[config.mk]
export PLATFORM = sky130hd
export DESIGN_NAME = sync_fifo_param
export DESIGN_NICKNAME = d
export VERILOG_FILES = /design/src/rtl/fifo_pkg.sv /design/src/rtl/fifo_mem.sv /design/src/rtl/sync_fifo_param.sv
export SDC_FILE = /design/constraint.sdc
export NUM_CORES = 1
export LEC_CHECK = 0
export BUFFER_PORTS_ARGS = -buffer_cell sky130_fd_sc_hd__buf_2
export CAP_MARGIN = 25
export CORE_MARGIN = 2
export CORE_UTILIZATION = 47
export DETAILED_ROUTE_END_ITERATION = 10
export HOLD_SLACK_MARGIN = 0.02
export PLACE_DENSITY = 0.76
export SETUP_SLACK_MARGIN = 0.15
export SYNTH_ARGS = -nofsm -noshare
export SYNTH_HDL_FRONTEND = slang
export SYNTH_SLANG_ARGS = --single-unit
[constraint.sdc]
create_clock -name clock -period 2.3 [get_ports clock]
set_input_delay 0.46 -clock clock [delete_from_list [all_inputs] [get_ports clock]]
set_output_delay 0.46 -clock clock [all_outputs]
set_load 0.03 [all_outputs]
[src/rtl/fifo_pkg.sv]
// Shared definitions for the parametrised single-clock FIFO family.
package fifo_pkg;

    typedef enum logic {
        FIFO_STD  = 1'b0,
        FIFO_FWFT = 1'b1
    } fifo_mode_e;

    localparam int FIFO_DEF_WIDTH = 8;
    localparam int FIFO_DEF_DEPTH = 8;

endpackage

[src/rtl/fifo_mem.sv]
// DEPTH x WIDTH flop-based storage: one synchronous write port, one asynchronous read port.
module fifo_mem
    import fifo_pkg::*;
#(
    parameter int WIDTH = FIFO_DEF_WIDTH,
    parameter int DEPTH = FIFO_DEF_DEPTH,
    parameter int AW    = $clog2(DEPTH)
) (
    input  logic             clock,
    input  logic             we,
    input  logic [AW-1:0]    waddr,
    input  logic [WIDTH-1:0] wdata,
    input  logic [AW-1:0]    raddr,
    output logic [WIDTH-1:0] rdata
);

    logic [WIDTH-1:0] mem [DEPTH];

    // Contents are deliberately left unreset; occupancy tracking guards every read.
    always_ff @(posedge clock) begin
        if (we) begin
            mem[waddr] <= wdata;
        end
    end

    assign rdata = mem[raddr];

endmodule

[src/rtl/sync_fifo_param.sv]
// Single-clock parametrised FIFO with fill count, almost flags, sticky error flags and
// selectable standard / first-word-fall-through read mode.
module sync_fifo_param
    import fifo_pkg::*;
#(
    parameter int WIDTH     = FIFO_DEF_WIDTH,
    parameter int DEPTH     = FIFO_DEF_DEPTH,
    parameter int AFULL_TH  = 6,
    parameter int AEMPTY_TH = 1,
    parameter int FWFT      = 0
) (
    input  logic                     clock,
    input  logic                     reset,
    input  logic                     flush,
    input  logic                     push,
    input  logic [WIDTH-1:0]         dataIn,
    input  logic                     pop,
    output logic [WIDTH-1:0]         dataOut,
    output logic                     full,
    output logic                     empty,
    output logic                     almost_full,
    output logic                     almost_empty,
    output logic [$clog2(DEPTH):0]   count,
    output logic                     overflow,
    output logic                     underflow
);

    localparam int AW = $clog2(DEPTH);
    localparam int PW = AW + 1;
    localparam fifo_mode_e MODE = (FWFT != 0) ? FIFO_FWFT : FIFO_STD;
    localparam logic [PW-1:0] DEPTH_C  = PW'(DEPTH);
    localparam logic [PW-1:0] AFULL_C  = PW'(AFULL_TH);
    localparam logic [PW-1:0] AEMPTY_C = PW'(AEMPTY_TH);

    logic [PW-1:0]    wr_ptr, rd_ptr;
    logic [PW-1:0]    wr_ptr_next, rd_ptr_next, count_next;
    logic             overflow_next, underflow_next;
    logic             wr_ok, rd_ok, mem_we;
    logic [WIDTH-1:0] rd_data;

    assign rd_ok  = pop & ~empty;
    assign wr_ok  = push & (~full | rd_ok);
    assign mem_we = wr_ok & ~flush;

    always_comb begin
        wr_ptr_next    = wr_ptr;
        rd_ptr_next    = rd_ptr;
        count_next     = count;
        overflow_next  = overflow;
        underflow_next = underflow;
        if (flush) begin
            wr_ptr_next    = '0;
            rd_ptr_next    = '0;
            count_next     = '0;
            overflow_next  = 1'b0;
            underflow_next = 1'b0;
        end else begin
            if (wr_ok) wr_ptr_next = wr_ptr + 1'b1;
            if (rd_ok) rd_ptr_next = rd_ptr + 1'b1;
            count_next     = count + PW'(wr_ok) - PW'(rd_ok);
            overflow_next  = overflow  | (push & ~wr_ok);
            underflow_next = underflow | (pop  & ~rd_ok);
        end
    end

    // Flags are registered from count_next so no input reaches them combinationally.
    always_ff @(posedge clock or negedge reset) begin
        if (!reset) begin
            wr_ptr       <= '0;
            rd_ptr       <= '0;
            count        <= '0;
            full         <= 1'b0;
            empty        <= 1'b1;
            almost_full  <= 1'b0;
            almost_empty <= 1'b1;
            overflow     <= 1'b0;
            underflow    <= 1'b0;
        end else begin
            wr_ptr       <= wr_ptr_next;
            rd_ptr       <= rd_ptr_next;
            count        <= count_next;
            full         <= (count_next == DEPTH_C);
            empty        <= (count_next == '0);
            almost_full  <= (count_next >= AFULL_C);
            almost_empty <= (count_next <= AEMPTY_C);
            overflow     <= overflow_next;
            underflow    <= underflow_next;
        end
    end

    fifo_mem #(
        .WIDTH (WIDTH),
        .DEPTH (DEPTH),
        .AW    (AW)
    ) u_mem (
        .clock (clock),
        .we    (mem_we),
        .waddr (wr_ptr[AW-1:0]),
        .wdata (dataIn),
        .raddr (rd_ptr[AW-1:0]),
        .rdata (rd_data)
    );

    generate
        if (MODE == FIFO_FWFT) begin : g_fwft
            assign dataOut = empty ? '0 : rd_data;
        end else begin : g_std
            logic [WIDTH-1:0] dout_q;
            // Flush has priority, so a pop in a flush cycle leaves the output word untouched.
            always_ff @(posedge clock or negedge reset) begin
                if (!reset) begin
                    dout_q <= '0;
                end else if (rd_ok && !flush) begin
                    dout_q <= rd_data;
                end
            end
            assign dataOut = dout_q;
        end
    endgenerate

endmodule

==> results by group <==
Outcome
  – Status: complete, no violations

Synth
  – Unique masters post-synth: 34
  – Register area share after synthesis: 70.3%
  – Top cell type's share of synthesized area: 53.5%
  – Most area-hungry cell type in the Yosys netlist: edfxtp_1
  – Post-synth EDFFs: 64
  – Post-Syn Area: 3590 µm²
  – Most frequent cell after synthesis: edfxtp_1
  – Synth cell count leaders: 64 x edfxtp_1, 33 x mux2i_1, 22 x dfrtp_1
  – Yosys warnings: 0
  – Area contributors post-synth: edfxtp_1 53%, dfrtp_1 15%, mux2i_1 9.2%, a22oi_1 3.3%, ha_1 2.1%
  – Syn_area_per_cell: 15.0 µm²
  – Mapped Nets: 259
  – Cell count after synthesis: 239
  – Post-synthesis async set-or-reset flop share: 27.3%
  – Synthesized flop and latch total: 88
  – Post-synth top flop: edfxtp_1

Clocking
  – Clock Root Buffer: clkbuf_8
  – Clock sink total: 88
  – CTS Buf Count: 9
  – Clock Latency Late Sink: 350 ps
  – CTS clk-pin slew, worst paths: 90 ps
  – Clock tree buffer depth: 2
  – CTS tree: built
  – # hold bufs at CTS: 0
  – Htree depth: 3

Setup path
  – Crit path max fanout: 3
  – Reg2reg path depth: 10
  – Crit start category: register
  – Data required, critical path: 2550 ps
  – Critical path class: reg -> reg
  – Crit end category: register
  – Crit path DAT: 2460 ps

Floorplanning
  – I/O pin total: 31
  – Standard-cell rows: 31
  – Core Footprint: 7330 µm²
  – Die Area: 8360 µm²
  – Die Y-Extent: 91.4 µm
  – Initial Util: 49.0%
  – Die Width: 91.4 µm

Power and ir drop
  – Total power: 4440 µW
  – Peak VDD IR: 0.423 mV
  – Pwr per Cell Area: 1040 nW/µm²
  – P_leak: 0.00165 µW

Placement
  – PortBufs: 30
  – Placed cell areas: 3990 µm²
  – DP HPWL: 4330 µm
  – GPL Wtd Cong: 0.796
  – Dpl cells: 376

Detailed routing
  – Vias per std cell: 5.18
  – Routed wire per std cell: 17.5 µm
  – DRT antenna net count: 0
  – DR DRC count: 0
  – Final WL: 6940 µm
  – Via count: 2056
  – First-pass DRT Iterations: 4
  – Initial drt markers: 169

Final layout
  – Post-Layout Inst Area: 4260 µm²
  – Fin cells: 397
  – Share of cells above drive strength 1: 30.2%
  – Antenna diodes: 0
  – Final core occ: 58.2%
  – Final nets: 313
  – Syn-to-layout area delta: 18.7%

Timing
  – Max_slew headroom: 60.2%
  – Final setup vio count: 0
  – Slew Viols, Final: 0
  – Slew @ Worst Pin: 596 ps
  – Fin. Hold Viols: 0
  – Tmin final: 2210 ps
  – Fmax: 453 MHz
  – Setup TNS: 0 ps
  – Fin crit share: 96.0%
  – Clock Skews: 11.9 ps
  – RSZ-0062 raised after global routing: true

Run
  – Max-cap violation count: 0

Global routing
  – Number of global-route vias before repair: 2012
  – Global-route wire length before repair: 10800 µm
  – Antenna violations before repair: 0
  – Overall global routing resource usage: 17.5%
  – GRT overflow: 0
  – Pin count of the biggest net entering global routing: 35

Hold path
  – Hold Path Class: in -> async
## through the flow
step	hold WS, ps	worst slack [ps]
after global routing	118	33.9
after detailed placement	460	22.0
after CTS	95.4	73.1
after floorplan	164	-72.4
final	83.8	92.8
after global placement	459	69.0
## final cells by class
class / instances / area [µm²]
Clock buffer: 9 / 124
Clock inverter: 7 / 62.6
Fill cell: 567 / 3070
Inverter: 6 / 27.5
Multi-Input combinational cell: 135 / 1080
Sequential cell: 88 / 2520
Tap cell: 99 / 124
Timing Repair Buffer: 53 / 323
## sequential cells by signal, indices dropped and copies added, names as in the netlist
name,count
almost_full,1
almost_empty,1
underflow,1
overflow,1
full,1
count,4
empty,1
u_mem.mem,64
rd_ptr,3
wr_ptr,3
dataOut,8
## final timing paths
path / start / endpoint / slack, ps
max in group asynchronous: reset / dataOut[7]$_DFFE_PN0P_ / 1840
min in group clock: dataIn[0] / u_mem.mem[0][0]$_DFFE_PP_ / 370
max: empty$_DFF_PN1_ / full$_DFF_PN0_ / 90
min reg2reg: dataOut[3]$_DFFE_PN0P_ / dataOut[3]$_DFFE_PN0P_ / 470
max reg2reg: empty$_DFF_PN1_ / full$_DFF_PN0_ / 90
min: reset / dataOut[3]$_DFFE_PN0P_ / 80
## critical path, cell delays in order, from the launching register on
cell and delay (ps):
dfstp_2 540, nand2b_4 140, inv_6 40, o21ai_4 150, ha_4 140, inv_2 40, ha_4 150, fa_2 540
nor2_1 60, a21oi_2 120, and2b_1 190
## power by group
part	leakage [µW]	internal, µW	switching [µW]
registers	0.000885	1890	90.5
clock network	0.0000980	417	582
logic	0.000666	597	858
## per-layer routing
layer	up-vias	track usage (%)	wire [µm]
li1	984	-	-
met1	990	24.0	3020
met2	73	27.3	3330
met3	9	4.07	502
met4	0	6.69	83
met5	-	0	0
## cells in the final DEF (no fill, tap or decap), types with 4 or more instances in the layout
| master | n |
|---|---|
| dfrtp_1 | 22 |
| nand2_1 | 20 |
| clkbuf_8 | 9 |
| xor2_1 | 4 |
| nand2b_1 | 4 |
| edfxtp_1 | 64 |
| nor2_1 | 17 |
| a22oi_1 | 16 |
| buf_2 | 30 |
| mux2i_1 | 33 |
| nand3_1 | 8 |
| buf_4 | 23 |
## timing repair
item	in CTS	in global routing
pin swaps	5	5
setup buffers	4	1
setup endpoints to repair	4	7
resized for setup	2	9
## cell families (layout without fill, tap and decap cells)
family	after synthesis	after routing	share of synthesized area, %
compound gates	27	27	5.71
xor+xnor	6	6	1.46
fa+ha+maj	7	7	2.65
buf+inv	16	75	2.30
flops	88	88	70.3
mux	33	33	9.19
simple gates	62	62	8.43
(Power assumes the default switching activity.)
